File: config.mk
export PLATFORM = sky130hd
export DESIGN_NAME = level_sequencer
export DESIGN_NICKNAME = d
export VERILOG_FILES = /design/src/rtl/lvl_pkg.sv /design/src/rtl/seq_lfsr5.sv /design/src/rtl/level_sequencer.sv
export SDC_FILE = /design/constraint.sdc
export NUM_CORES = 1
export LEC_CHECK = 0
export BUFFER_PORTS_ARGS = -buffer_cell sky130_fd_sc_hd__buf_2
export CAP_MARGIN = 20
export CORE_MARGIN = 2
export CORE_UTILIZATION = 59
export DETAILED_ROUTE_END_ITERATION = 7
export GPL_ROUTABILITY_DRIVEN = 0
export HOLD_SLACK_MARGIN = 0.15
export PLACE_DENSITY = 0.85
export SYNTH_ARGS = -nofsm -noshare
export SYNTH_HDL_FRONTEND = slang
export SYNTH_SLANG_ARGS = --single-unit
File: constraint.sdc
create_clock -name clk -period 5.52 [get_ports clk]
set_input_delay 0 -clock clk [delete_from_list [all_inputs] [get_ports clk]]
set_output_delay 0 -clock clk [all_outputs]
set_load 0.02 [all_outputs]
File: src/rtl/lvl_pkg.sv
// Shared types and constants for the three-level survival sequencer.
// Level masks, LFSR reset value and FSM state encoding.
package lvl_pkg;

    typedef enum logic [2:0] {
        IDLE,
        DRAW,
        EVAL,
        WAIT_SW,
        PASS,
        FAIL,
        WIN
    } state_t;

    localparam logic [4:0] LFSR_SEED = 5'b00001;

    localparam logic [4:0] CRUCIAL_MASK [1:3] = '{
        5'b01111,
        5'b00111,
        5'b00011
    };

    localparam logic [4:0] SWITCH_MASK [1:3] = '{
        5'b00000,
        5'b01000,
        5'b01100
    };

    function automatic logic [4:0] crucial_of(input logic [1:0] lvl);
        logic [4:0] m;
        m = 5'b00000;
        case (lvl)
            2'd1:    m = CRUCIAL_MASK[1];
            2'd2:    m = CRUCIAL_MASK[2];
            2'd3:    m = CRUCIAL_MASK[3];
            default: m = 5'b00000;
        endcase
        return m;
    endfunction

    function automatic logic [4:0] switch_of(input logic [1:0] lvl);
        logic [4:0] m;
        m = 5'b00000;
        case (lvl)
            2'd1:    m = SWITCH_MASK[1];
            2'd2:    m = SWITCH_MASK[2];
            2'd3:    m = SWITCH_MASK[3];
            default: m = 5'b00000;
        endcase
        return m;
    endfunction

endpackage

File: src/rtl/seq_lfsr5.sv
// 5-bit XOR LFSR, the single random source for all levels.
// Synchronous load has priority; an all-zero seed is remapped.
module seq_lfsr5
    import lvl_pkg::*;
(
    input  logic       i_clk,
    input  logic       i_rst_n,
    input  logic       i_load,
    input  logic [4:0] i_seed,
    output logic [4:0] o_q
);

    logic [4:0] r_q;

    // Load the seed when asked, otherwise shift with feedback 4^2.
    always_ff @(posedge i_clk or negedge i_rst_n) begin
        if (!i_rst_n) begin
            r_q <= LFSR_SEED;
        end else if (i_load) begin
            r_q <= (i_seed == 5'b00000) ? LFSR_SEED : i_seed;
        end else begin
            r_q <= {r_q[3:0], r_q[4] ^ r_q[2]};
        end
    end

    assign o_q = r_q;

endmodule

File: src/rtl/level_sequencer.sv
// Three-level subsystem-survival game controller.
// One LFSR draws each level's vector; one FSM runs the levels.
module level_sequencer
    import lvl_pkg::*;
#(
    parameter int TIMEOUT = 100,
    parameter int TW      = 8
) (
    input  logic          clk,
    input  logic          rst,
    input  logic          start,
    input  logic          next,
    input  logic          seed_we,
    input  logic [4:0]    seed,
    input  logic [4:0]    sw,
    output logic [1:0]    level,
    output logic [4:0]    r_vec,
    output logic [4:0]    o_vec,
    output logic [4:0]    pending,
    output logic          level_pass,
    output logic          game_over,
    output logic          game_won,
    output logic [2:0]    score,
    output logic [TW-1:0] timer
);

    localparam logic [TW-1:0] LP_TIMEOUT = TW'(TIMEOUT);
    localparam logic [TW-1:0] LP_ONE     = TW'(1);

    state_t        r_state;
    state_t        w_state_n;
    logic [1:0]    r_lvl,   w_lvl_n;
    logic [4:0]    r_draw,  w_draw_n;
    logic [4:0]    r_off,   w_off_n;
    logic [4:0]    r_pend,  w_pend_n;
    logic          r_pass,  w_pass_n;
    logic          r_over,  w_over_n;
    logic          r_won,   w_won_n;
    logic [2:0]    r_score, w_score_n;
    logic [TW-1:0] r_timer, w_timer_n;

    logic [4:0]    w_lfsr;
    logic [4:0]    w_crit;
    logic [4:0]    w_swm;
    logic [4:0]    w_bad;
    logic [4:0]    w_hit;
    logic [4:0]    w_rem;
    logic [4:0]    w_fault;
    logic [2:0]    w_score_add;

    seq_lfsr5 u_lfsr (
        .i_clk   (clk),
        .i_rst_n (rst),
        .i_load  (seed_we),
        .i_seed  (seed),
        .o_q     (w_lfsr)
    );

    assign w_crit      = crucial_of(r_lvl);
    assign w_swm       = switch_of(r_lvl);
    assign w_bad       = sw & w_swm & r_draw;
    assign w_hit       = sw & r_pend;
    assign w_rem       = r_pend & ~sw;
    assign w_fault     = w_swm & ~r_draw;
    assign w_score_add = r_score + {1'b0, r_lvl};

    // Register FSM state and all datapath state together.
    always_ff @(posedge clk or negedge rst) begin
        if (!rst) begin
            r_state <= IDLE;
            r_lvl   <= 2'd0;
            r_draw  <= 5'b00000;
            r_off   <= 5'b00000;
            r_pend  <= 5'b00000;
            r_pass  <= 1'b0;
            r_over  <= 1'b0;
            r_won   <= 1'b0;
            r_score <= 3'd0;
            r_timer <= '0;
        end else begin
            r_state <= w_state_n;
            r_lvl   <= w_lvl_n;
            r_draw  <= w_draw_n;
            r_off   <= w_off_n;
            r_pend  <= w_pend_n;
            r_pass  <= w_pass_n;
            r_over  <= w_over_n;
            r_won   <= w_won_n;
            r_score <= w_score_n;
            r_timer <= w_timer_n;
        end
    end

    // Next-state and datapath updates for each game phase.
    always_comb begin
        w_state_n = r_state;
        w_lvl_n   = r_lvl;
        w_draw_n  = r_draw;
        w_off_n   = r_off;
        w_pend_n  = r_pend;
        w_pass_n  = 1'b0;
        w_over_n  = r_over;
        w_won_n   = r_won;
        w_score_n = r_score;
        w_timer_n = r_timer;
        unique case (r_state)
            IDLE, FAIL, WIN: begin
                if (start) begin
                    w_lvl_n   = 2'd1;
                    w_score_n = 3'd0;
                    w_over_n  = 1'b0;
                    w_won_n   = 1'b0;
                    w_state_n = DRAW;
                end
            end
            DRAW: begin
                w_draw_n  = w_lfsr;
                w_off_n   = 5'b00000;
                w_state_n = EVAL;
            end
            EVAL: begin
                if ((r_draw & w_crit) != w_crit) begin
                    w_over_n  = 1'b1;
                    w_state_n = FAIL;
                end else begin
                    w_pend_n = w_fault;
                    if (w_fault != 5'b00000) begin
                        w_timer_n = LP_TIMEOUT;
                        w_state_n = WAIT_SW;
                    end else begin
                        w_score_n = w_score_add;
                        w_pass_n  = 1'b1;
                        w_state_n = PASS;
                    end
                end
            end
            WAIT_SW: begin
                if (w_bad != 5'b00000) begin
                    w_over_n  = 1'b1;
                    w_state_n = FAIL;
                end else begin
                    w_pend_n = w_rem;
                    w_off_n  = r_off | w_hit;
                    if (w_rem == 5'b00000) begin
                        w_score_n = w_score_add;
                        w_pass_n  = 1'b1;
                        w_state_n = PASS;
                    end else if (r_timer == LP_ONE) begin
                        w_over_n  = 1'b1;
                        w_state_n = FAIL;
                    end else begin
                        w_timer_n = r_timer - LP_ONE;
                    end
                end
            end
            PASS: begin
                if (r_lvl == 2'd3) begin
                    w_won_n   = 1'b1;
                    w_state_n = WIN;
                end else if (next) begin
                    w_lvl_n   = r_lvl + 2'd1;
                    w_state_n = DRAW;
                end
            end
            default: begin
                w_state_n = IDLE;
            end
        endcase
    end

    assign level      = r_lvl;
    assign r_vec      = r_draw;
    assign o_vec      = r_draw & ~r_off;
    assign pending    = r_pend;
    assign level_pass = r_pass;
    assign game_over  = r_over;
    assign game_won   = r_won;
    assign score      = r_score;
    assign timer      = r_timer;

endmodule

---- Yosys cells after proc, flatten, opt, wreduce, memory -nomap -nowiden ----
Index checks and enable logic that the tools add are counted.
operators by class
  reductions and logical operators ........ 18
  bitwise gates (word level) .............. 12
  muxes and demuxes ....................... 47
  eq/ne operators ......................... 27
  add/subtract/negate cells ............... 3
operator list
  operator               number
  $mux W8                5
  $mux W3                13
  $and A5 B5 Y5          7
  $mux W5                5
  $ne A2 B2 Y1 const B   12
  $pmux W5 S2            2
  $pmux W8 S2            1
  $not A5 Y5             3
  $pmux W3 S5            1
  $pmux W4 S3            1
  $reduce_and A6 Y1      2
  $logic_not A5 Y1       2
  $mux W1                10
  $reduce_bool A5 Y1     2
  $eq A3 B3 Y1 const B   3
  $ne A3 B3 Y1 const B   3
  $pmux W3 S3            1
  $reduce_and A3 Y1      3
  $eq A8 B1 Y1 const B   1
  $pmux W4 S2            1
  $sub A8 B1 Y8 const B  1
  $eq A3 B2 Y1 const B   2
  $mux W2                3
  $reduce_bool A2 Y1     3
  other kinds (18)       20
word-level totals
  output and inout port bits .............. 31
  register bits ........................... 39
  input port bits ......................... 15
  word-level logic and storage cells ...... 118

---- Logic depth before layout (Yosys ltp) ----
Gate-level depths: netlist of the first run.
  depth in word-level cells ............... 7
  depth in mapped cells ................... 8
  mapped depth without buffers ............ 7

---- Cells and area by module ----
A second synthesis of the first run with hierarchy kept.
unflattened totals
  cells, all modules ...................... 228
  area, all modules ....................... 2282.2 um^2
modules (own cells, without submodules)
  module           instances  sequential area each (um^2)  area each (um^2)  cells each
  level_sequencer  1          850.8                        2074.5            215
  seq_lfsr5        1          126.4                        207.7             13

---- Worst setup path before layout of the first run ----
Ideal clock, no wire load.
  path type ............................... register -> register
  from .................................... register r_lvl[1], in the netlist level[1]
  to ...................................... register r_timer[2], in the netlist timer[2]
  buffers on the path ..................... 1
  period minus slack after synthesis ...... 2401 ps
  required time ........................... 5388 ps
  stages on the path, launching flop included .. 8
  setup time .............................. 132 ps
  path slack .............................. 3119 ps
  arrival ................................. 2270 ps
  cells stage by stage .................... dfrtp_1 inv_1 ha_1 a2111oi_4 a31oi_2 buf_6 o31ai_4 or3b_1
on the way
  word-level cells in the longest chain between the ends .. 7
  elaborated cells between the ends (all ways) .. 16
  those cells by class .................... eq/ne: 7; mux: 2; bitwise: 4; reduce/logical: 3
RTL lines
  element                          RTL line                      source
  from (decl)                      level_sequencer.sv:32         logic [1:0] r_lvl, w_lvl_n;
  from (signal assigned)           level_sequencer.sv:82         r_lvl <= w_lvl_n;
  $eq A2 B2 Y1                     lvl_pkg.sv:32, lvl_pkg.sv:44
  $pmux W4 S2                      lvl_pkg.sv:44                 case (lvl)
  $and A5 B5 Y5 (2 in series)      level_sequencer.sv:61         assign w_bad = sw & w_swm & r_draw;
  $reduce_bool A5 Y1               level_sequencer.sv:138        if (w_bad != 5'b00000) begin
  $ne A2 B2 Y1 (no line)           n/a
  $reduce_and A6 Y1 (no line) (*)  n/a
  to (signal assigned)             level_sequencer.sv:90         r_timer <= w_timer_n;
  to (decl)                        level_sequencer.sv:40         logic [TW-1:0] r_timer, w_timer_n;
Mark *: on every way between the ends. The rest lies on a longest branch, timed or not.
A chain may end at the register's enable or synchronous reset.

---- Final worst setup path of the first run ----
  from .................................... register r_state[1]
  to ...................................... register r_state[1]
on the way
  word-level cells in the longest chain between the ends .. 4
  elaborated cells between the ends (all ways) .. 13
  those cells by class .................... eq/ne: 9; mux: 1; reduce/logical: 3
RTL lines
  element                                           RTL line                source
  from (decl)                                       level_sequencer.sv:30   state_t r_state;
  from (signal assigned)                            level_sequencer.sv:81   r_state <= w_state_n;
  $eq A3 B3 Y1 or $logic_not A3 Y1 (tied branches)  level_sequencer.sv:106  unique case (r_state)
  $reduce_or A3 Y1                                  level_sequencer.sv:106
  $ne A2 B2 Y1 (no line)                            n/a
  $reduce_and A3 Y1 (no line)                       n/a
Parallel ways exist; a longest one is shown, timed or not.

==> results of run 1 <==
==> worst max-delay path by stage <==
stage | end | slack (ns) | depth (start not counted)
3_5_place_dp | r_state[1] | 2.72 | 5
6_report | r_state[1] | 2.66 | 5
5_1_grt | r_state[1] | 2.48 | 5
2_1_floorplan | timer[2] | 3.12 | 7
4_1_cts | r_state[1] | 2.70 | 5
3_3_place_gp | r_state[1] | 2.78 | 5
==> layout make-up <==
class / count / area share
sequential: 39 / 0.354
clock inverter: 3 / 0.0159
inverter: 11 / 0.0150
clock buffer: 5 / 0.0249
timing repair buffer: 61 / 0.139
multi-input combinational: 172 / 0.430
tap: 48 / 0.0217
==> layer usage <==
metal	share of wire	routed length (µm)
met3	0.064	363
met4	0.026	149
met1	0.40	2270
met5	0	0
met2	0.51	2890
==> flip-flops by register name, indices dropped and copies added (netlist names) <==
name and flops:
r_off 5, game_won 1, level 2, level_pass 1, pending 5, timer 8, u_lfsr.o_q 5, r_vec 5
score 3, r_state 3, game_over 1
==> metrics by stage <==
stage	setup slack, ns	power [mW]
final	2.66	1.41
after global routing	2.48	1.51
after floorplan	3.12	0.967
after CTS	2.70	1.40
after detailed placement	2.72	1.14
after global placement	2.78	1.12
==> cells by family (layout without fill, tap and decap cells) <==
group	after synthesis	count (layout)
adder cells (fa/ha/maj)	8	8
AND/OR/NAND/NOR	96	96
flip-flops	39	39
multiplexers	15	15
AO/OA/AOI/OAI	51	51
XOR/XNOR	2	2
buffers and inverters	20	80
==> worst min-delay path: stages <==
cell and delay, ns:
buf_2 0.09, nor4_1 0.04, o21ai_0 0.23, o21ai_0 0.11
==> report_power, final <==
part | total [mW] | leakage [nW] | internal, mW | switching [mW]
Combinational | 0.676 | 0.737 | 0.273 | 0.404
Clock | 0.238 | 0.0581 | 0.135 | 0.104
Sequential | 0.497 | 0.491 | 0.366 | 0.131
==> cell usage in the layout, fill, tap and decap left out, types with 2 or more instances in the layout <==
master	instances
buf_2	45
dfrtp_1	38
nand2_1	24
nor2_1	23
dlygate4sd3_1	15
o21ai_0	14
mux2_2	11
inv_1	11
nand2b_1	10
nor2b_1	7
ha_1	7
nand3_1	6
nor3_1	5
a31oi_1	5
clkbuf_8	5
nor4_1	4
mux2i_1	4
and3_1	3
or3_1	3
o211a_1	3
o21a_1	3
o211ai_1	3
and2_1	2
nand3b_1	2
xnor2_1	2
nand4_1	2
or3b_1	2
a21oi_1	2
a22oi_1	2
a2bb2oi_1	2
a22o_1	2
a21o_1	2
==> flow_metrics.py, run 1 <==
metrics = {
    "status": {
        "outcome": "finished, final reports clean",
    },
    "global_routing": {
        "grt_start_max_net_pins": 40,
        "grt_antenna_before_repair": 0,
        "top_usage_layer": "met2",
        "grt_first_pass_wirelength_um": 9030,
        "gr-usage-all-layers": 0.284,
        "globalRouteOverflowTotal": 0,
        "use_met1": 0.359,
        "gr-usage-met2": 0.475,
        "grt_use_met3": 0.0647,
        "grt_pass1_vias": 1846,
    },
    "synth": {
        "ys_top_cells_by_count": "38 x dfrtp_1, 24 x nand2_1, 23 x nor2_1",
        "synth.avg_cell_area_um2": 9.76,
        "yosys_warnings": 0,
        "synthTopCellsByArea": "dfrtp_1 42%, mux2_2 5.5%, nand2_1 4.0%",
        "yosys.area_share.adder": 0.0477,
        "synth-simple-area-share": 0.218,
        "synth_top_family_by_area": "simple AND/OR/NAND/NOR gates",
        "async_flop_share": 1.00,
        "synth_area_leader_cell": "dfrtp_1",
        "synth_compound_area_frac": 0.180,
        "ys_types": 51,
        "yosys.area_share.xor_xnor": 0.00777,
        "synth_flop_cell": "dfrtp_1",
        "synth_top_cell_area_share": 0.422,
        "syn_area_mm2": 0.00225,
        "yosysMostFrequentCell": "dfrtp_1",
        "ys_ff_latch": 39,
        "synth_mux_area_frac": 0.0727,
        "synthCells": 231,
        "syn-num-nets": 254,
        "synth-edff-count": 0,
        "ys_seq_area_frac": 0.433,
    },
    "min_path": {
        "hold_path.startpoint": "next",
        "min_path_cells": 4,
        "hp-class": "primary input to flop",
        "min_to": "r_state[2]",
    },
    "timing": {
        "finalSetupViolCount": 0,
        "min_period_ns": 2.86,
        "clock.fmax_mhz": 349,
        "final.setup.tns_ns": 0,
        "relSlewSlack": 0.374,
        "timing.final.hold_violations": 0,
        "clock_skew_ns": 0.00439,
        "finalCritPeriodShare": 0.518,
        "finalMaxSlewViolations": 0,
        "tightestPinTransition_ns": 0.939,
        "rsz0062_at_grt": "false",
        "whs_ns": 0.220,
    },
    "worst_setup_path": {
        "startpoint": "r_state[1]",
        "rr_endpoint": "r_state[1]",
        "rr_worst_depth": 5,
        "crit_family": "simple AND/OR/NAND/NOR gates",
        "path_cells": "nor2b_1, nand4_1, o22ai_1, nor2_1, or3_1",
        "r2r_setup_slack_ns": 2.66,
        "path_buf_inv": 0,
        "cp-end-kind": "flop",
        "arrival_ns": 3.04,
        "critPathMaxStageDelay_ns": 0.77,
        "crit_path_start_kind": "flop",
        "cp_max_fo": 17,
        "slowest_stage": "o22ai_1",
        "reg2reg_from": "r_state[1]",
        "critPathKind": "flop to flop",
        "cp_data_required_time_ns": 5.70,
    },
    "clocking": {
        "cts_hold_buf": 15,
        "clock_sinks": 39,
        "root_buffer": "clkbuf_8",
        "clkTransAtPathRegs_ns": 0.07,
        "post_cts_buffers": 0,
        "htree_levels": 2,
        "cts_resized": 0,
        "insertion_delay_ns": 0.30,
        "cts_made_buffers": 5,
        "cts_max_path_buffers": 2,
        "cts_tree": "built",
    },
    "route": {
        "routed_via_density": 5.87,
        "wirelength_um": 5670,
        "ant_nets": 0,
        "drtIter0Drc": 122,
        "drt_first_pass_iters": 4,
        "drc": 0,
        "num_vias": 1990,
        "wl_per_cell_um": 16.7,
    },
    "place": {
        "placement.io_buffers": 45,
        "post-dp-hpwl_um": 3600,
        "placed_area_mm2": 0.00250,
        "dp_cells": 316,
    },
    "finish": {
        "fill_cells": 253,
        "fin_cells": 339,
        "post-route-util": 0.754,
        "stdcell_area_mm2": 0.00276,
        "final_nets": 313,
        "multi_input_area_mm2": 0.00119,
        "diodes": 0,
        "areaGrowthSynthToFinish_pct": 22.5,
        "layout-drive-gt1-share": 0.258,
        "regArea_um2": 977,
    },
    "die": {
        "die_y_um": 65.8,
        "die_w_um": 65.8,
        "coreArea_mm2": 0.00366,
        "ios": 46,
        "num_rows": 22,
        "start_util": 0.616,
        "die_area_mm2": 0.00433,
    },
    "flow_run": {
        "drv_cap": 0,
    },
    "power": {
        "p_per_area_mw_per_mm2": 511,
        "p_leak_nw": 1.29,
        "ir_drop_mv": 0.400,
    },
}
Note: power is estimated with default switching activity, not from simulation.
==> run 2: changes to the inputs <==
--- a/config.mk
+++ b/config.mk
@@ -8,11 +8,11 @@
 export BUFFER_PORTS_ARGS = -buffer_cell sky130_fd_sc_hd__buf_2
 export CAP_MARGIN = 20
 export CORE_MARGIN = 2
-export CORE_UTILIZATION = 59
+export CORE_UTILIZATION = 55
 export DETAILED_ROUTE_END_ITERATION = 7
 export GPL_ROUTABILITY_DRIVEN = 0
 export HOLD_SLACK_MARGIN = 0.15
-export PLACE_DENSITY = 0.85
+export PLACE_DENSITY = 0.8
 export SYNTH_ARGS = -nofsm -noshare
 export SYNTH_HDL_FRONTEND = slang
 export SYNTH_SLANG_ARGS = --single-unit
==> constraint.sdc (replaced) <==
create_clock -name clk -period 2.65 [get_ports clk]
set_input_delay 0 -clock clk [delete_from_list [all_inputs] [get_ports clk]]
set_output_delay 0 -clock clk [all_outputs]
set_load 0.02 [all_outputs]
==> run 2 against run 1 <==
Against the previous run:
- flip-flop and latch count did not move
- fmax grew 18%
- clock power up 150%
- critical path depth up 1
- die area grew 6.8%
- sequential share of layout area decreased by 0.65 points
==> flow_metrics.py, run 2 (synthesized netlist as in run 1, its figures left out) <==
metrics = {
    "status": {
        "outcome": "finished, final reports clean",
    },
    "route": {
        "wl_per_cell_um": 15.4,
        "routed_via_density": 5.65,
        "ant_nets": 0,
        "wirelength_um": 5300,
        "drc": 0,
        "num_vias": 1948,
        "drtIter0Drc": 152,
        "drt_first_pass_iters": 4,
    },
    "finish": {
        "diodes": 0,
        "largest_reg_flops": 8,
        "post-route-util": 0.708,
        "final_common_cell": "buf_2",
        "final_nets": 317,
        "multi_input_area_mm2": 0.00119,
        "fill_cells": 280,
        "final_cell_mix": "45 x buf_2, 38 x dfrtp_1, 24 x nand2_1",
        "areaGrowthSynthToFinish_pct": 24.8,
        "layout-drive-gt1-share": 0.275,
        "regArea_um2": 977,
    },
    "timing": {
        "clock.fmax_mhz": 413,
        "min_period_ns": 2.42,
        "final.setup.tns_ns": 0,
        "finalCritPeriodShare": 0.913,
        "clock_skew_ns": 0.00740,
        "finalSetupViolCount": 0,
        "whs_ns": 0.204,
        "tightestPinTransition_ns": 0.876,
        "timing.final.hold_violations": 0,
        "rsz0062_at_grt": "false",
        "relSlewSlack": 0.416,
        "finalMaxSlewViolations": 0,
    },
    "worst_setup_path": {
        "critPathKind": "flop to flop",
        "cp-end-kind": "flop",
        "critPathMaxStageDelay_ns": 0.53,
        "arrival_ns": 2.60,
        "slowest_stage": "a31oi_2",
        "path_cells": "ha_1, a32o_1, a21oi_4, a31oi_2, nor2_1, or3_1",
        "crit_path_start_kind": "flop",
        "cp_data_required_time_ns": 2.83,
        "cp_max_fo": 11,
    },
    "power": {
        "ir_drop_mv": 0.707,
        "p_per_area_mw_per_mm2": 1090,
        "p_leak_nw": 1.31,
    },
    "global_routing": {
        "globalRouteOverflowTotal": 0,
        "grt_antenna_before_repair": 0,
        "gr-usage-all-layers": 0.256,
        "grt_pass1_vias": 1846,
        "grt_start_max_net_pins": 40,
        "grt_first_pass_wirelength_um": 8770,
    },
    "clocking": {
        "cts_made_buffers": 5,
        "htree_levels": 2,
        "cts_tree": "built",
        "clkTransAtPathRegs_ns": 0.08,
        "clock_sinks": 39,
        "cts_max_path_buffers": 2,
        "insertion_delay_ns": 0.29,
        "root_buffer": "clkbuf_8",
        "cts_resized": 0,
    },
    "place": {
        "post-dp-hpwl_um": 3570,
        "placement.io_buffers": 45,
    },
    "die": {
        "start_util": 0.568,
        "die_area_mm2": 0.00463,
        "die_y_um": 68.0,
        "die_w_um": 68.0,
        "num_rows": 23,
        "ios": 46,
        "coreArea_mm2": 0.00397,
    },
    "min_path": {
        "hp-class": "primary input to flop",
    },
    "flow_run": {
        "drv_cap": 0,
    },
}
==> run 2: cell types whose count changed in the layout (fill, tap and decap cells not counted), sizes merged <==
| cell | previous run | this run |
|---|---|---|
| buf | 46 | 52 |
| clkinv | 2 | 0 |
| dlygate4sd3 | 15 | 13 |
| bufinv | 1 | 2 |
| clkinvlp | 0 | 1 |
==> run 2: layout make-up <==
class / instances / share of cell area
inverter: 11 / 0.0147
tap: 50 / 0.0222
timing repair buffer: 65 / 0.145
clock inverter: 3 / 0.0240
multi-input combinational: 172 / 0.422
clock buffer: 5 / 0.0245
sequential: 39 / 0.347
==> run 2: through the flow <==
step           setup WS (ns)  total power [mW]  cell area [µm²]  instances
2_1_floorplan          0.249              2.01             2250        231
3_3_place_gp           0.339              2.42             2550        324
3_5_place_dp           0.268              2.44             2550        324
4_1_cts                0.242              3.06             2810        345
5_1_grt               0.0583              3.27             2810        345
6_report               0.231              3.06             2810        345
==> run 2: routing by layer <==
metal | part of all wire | GRT usage | wire length [µm]
met3 | 0.063 | 0.0576 | 333
met5 | 0 | 0 | 0
met2 | 0.47 | 0.400 | 2510
met1 | 0.45 | 0.345 | 2380
met4 | 0.014 | 0.103 | 75
==> run 2: path summary, 6_finish.rpt <==
check                        endpoint  slack, ns      from  depth (start not counted)
hold reg to reg              game_won       0.51  game_won                          2
max in group asynchronous  level_pass       1.74       rst                          2
setup / recovery           r_state[1]       0.23  level[0]                          6
min in group asynchronous  r_state[0]       0.36       rst                          2
hold / removal             r_state[2]       0.20      next                          4
setup reg to reg           r_state[1]       0.23  level[0]                          6
==> run 2: what timing repair did <==
action,4_1_cts,5_1_grt
hold endpoints to repair,53,0
buffers inserted,0,0
hold buffers,13,0
==> run 2: worst max-delay path: cells and delay by family (launching register included) <==
family | cells | cell delay [ns]
adder cells (fa/ha/maj) | 1 | 0.36
flip-flops | 1 | 0.45
AO/OA/AOI/OAI | 3 | 0.96
AND/OR/NAND/NOR | 2 | 0.53
==> run 2: power breakdown <==
part | internal, mW | switching, mW
Sequential | 0.764 | 0.218
Clock | 0.376 | 0.219
Combinational | 0.611 | 0.872
==> run 3: changes to the inputs <==
==> constraint.sdc (replaced) <==
create_clock -name clk -period 2.4 [get_ports clk]
set_input_delay 0 -clock clk [delete_from_list [all_inputs] [get_ports clk]]
set_output_delay 0 -clock clk [all_outputs]
set_load 0.02 [all_outputs]
==> run 3 against run 2 <==
Against the previous run:
- global-route usage down 0.20 points
- combinational power up 17%
- non-clock buffer count up 5
- clock skew up 0.0042 ns
- worst hold slack worse by 0.028 ns
- sequential share of layout area down 0.29 points
- power up 10%
- fmax up 7.6%
- sequential power up 9%
- first-iteration DRC count down 9.2%
- critical path depth up 1
- register-to-register slack worse by 0.08 ns
- critical path type unchanged
- critical endpoint is now score[1]
- highest routed layer unchanged
==> flow_metrics.py, run 3 (synthesized netlist as in run 1, its figures left out) <==
metrics = {
    "status": {
        "outcome": "finished, final reports clean",
    },
    "min_path": {
        "hp-class": "primary input to flop",
        "hold_path.startpoint": "next",
        "min_path_cells": 4,
        "min_to": "r_state[2]",
    },
    "timing": {
        "final.setup.tns_ns": 0,
        "clock.fmax_mhz": 445,
        "relSlewSlack": 0.427,
        "tightestPinTransition_ns": 0.859,
        "finalMaxSlewViolations": 0,
        "rsz0062_at_grt": "false",
        "finalSetupViolCount": 0,
        "min_period_ns": 2.25,
        "clock_skew_ns": 0.0116,
        "timing.final.hold_violations": 0,
        "finalCritPeriodShare": 0.937,
        "fin_ws_ns": 0.151,
    },
    "global_routing": {
        "grt_use_met3": 0.0477,
        "grt_antenna_before_repair": 0,
        "use_met1": 0.339,
        "gr-usage-all-layers": 0.254,
        "grt_start_max_net_pins": 40,
        "top_usage_layer": "met2",
        "grt_pass1_vias": 1831,
        "grt_first_pass_wirelength_um": 8670,
        "gr-usage-met2": 0.417,
        "globalRouteOverflowTotal": 0,
    },
    "worst_setup_path": {
        "r2r_setup_slack_ns": 0.15,
        "cp_max_fo": 7,
        "path_buf_inv": 2,
        "slowest_stage": "dfrtp_1",
        "path_cells": "inv_1, ha_1, a2111oi_4, buf_4, nand3_1, a31o_2, a22o_1",
        "crit_family": "compound AO/OA/AOI/OAI gates",
        "arrival_ns": 2.43,
        "cp_data_required_time_ns": 2.58,
        "path_depth": 7,
        "crit_path_start_kind": "flop",
        "critPathMaxStageDelay_ns": 0.43,
        "rr_worst_depth": 7,
        "critPathKind": "flop to flop",
        "rr_endpoint": "score[1]",
        "reg2reg_from": "level[1]",
        "cp-end-kind": "flop",
    },
    "power": {
        "p_per_area_mw_per_mm2": 1180,
        "ir_drop_mv": 0.940,
        "total_power_mw": 3.37,
        "p_leak_nw": 1.33,
    },
    "route": {
        "wirelength_um": 5400,
        "drc": 0,
        "wl_per_cell_um": 15.4,
        "drt_first_pass_iters": 4,
        "num_vias": 2030,
        "ant_nets": 0,
        "drtIter0Drc": 138,
        "routed_via_density": 5.80,
    },
    "clocking": {
        "insertion_delay_ns": 0.30,
        "clock_sinks": 39,
        "cts_made_buffers": 5,
        "htree_levels": 2,
        "clkTransAtPathRegs_ns": 0.08,
        "root_buffer": "clkbuf_8",
        "cts_max_path_buffers": 2,
        "cts_tree": "built",
    },
    "finish": {
        "layout-drive-gt1-share": 0.290,
        "largest_reg_flops": 8,
        "final_cell_mix": "45 x buf_2, 37 x dfrtp_1, 24 x nand2_1",
        "diodes": 0,
        "final_nets": 322,
        "areaGrowthSynthToFinish_pct": 26.0,
        "final_common_cell": "buf_2",
    },
    "die": {
        "start_util": 0.568,
        "die_area_mm2": 0.00463,
        "die_y_um": 68.0,
        "ios": 46,
        "die_w_um": 68.0,
        "num_rows": 23,
        "coreArea_mm2": 0.00397,
    },
    "place": {
        "post-dp-hpwl_um": 3710,
        "dp_slack_ns": 0.168,
        "placement.io_buffers": 45,
    },
    "flow_run": {
        "drv_cap": 0,
    },
}
-- run 3: changes by cell type in the layout (fill, tap and decap cells not counted) --
cell and change:
bufinv_16 -1, inv_6 +1, a31oi_2 -1, a31oi_4 +1, dfrtp_2 +1, dfrtp_1 -1
buf_4 +5, clkinvlp_4 -1, clkinv_4 +1
-- run 3: power breakdown --
part | switching, mW | internal, mW | total (mW)
combinational | 1.01 | 0.716 | 1.73
sequential | 0.222 | 0.845 | 1.07
clock | 0.255 | 0.315 | 0.570
total | 1.49 | 1.88 | 3.37
-- run 3: timing repair --
item | in CTS | in global routing
endpoints found under the setup margin | 0 | 3
gates resized for setup | 0 | 2
buffers inserted | 0 | 0
endpoints found under the hold margin | 55 | 0
hold buffers | 13 | 0
-- run 3: worst reg2reg max path: cells and delay by family (launching register included) --
| family | cells | cell delay [ns] |
|---|---|---|
| AOI/OAI and AO/OA | 3 | 0.88 |
| adders and majority gates | 1 | 0.34 |
| and+or+nand+nor | 1 | 0.15 |
| buffers and inverters | 2 | 0.35 |
| DFF | 1 | 0.43 |
-- run 3: how the worst max path moves through the flow --
stage	startpoint	endpoint
final	level[1]	score[1]
after global routing	level[1]	timer[4]
after CTS	level[1]	timer[3]
after detailed placement	level[1]	timer[5]
after global placement	level[0]	timer[3]
after floorplan	level[1]	timer[2]
-- run 3: cell type report --
type	instances	area [µm²]
clock buffer	5	68.8
tap	50	62.6
multi-input combinational	172	1200
inverter	11	41.3
fill	292	1130
sequential	39	978
clock inverter	3	47.5
timing repair buffer	70	445
-- run 3: per-layer routing --
| metal | share of wire | wire, µm |
|---|---|---|
| met2 | 0.49 | 2640 |
| met5 | 0 | 0 |
| met1 | 0.45 | 2410 |
| met4 | 0.016 | 86 |
| met3 | 0.050 | 269 |
-- run 3: through the flow --
step,hold slack [ns],instance area [µm²],util,cells
after CTS,0.165,2830,0.713,350
after detailed placement,0.160,2580,0.651,329
final,0.176,2840,0.715,350
after floorplan,-0.296,2250,-,231
after global routing,0.228,2840,0.715,350
after global placement,0.159,2580,0.651,329
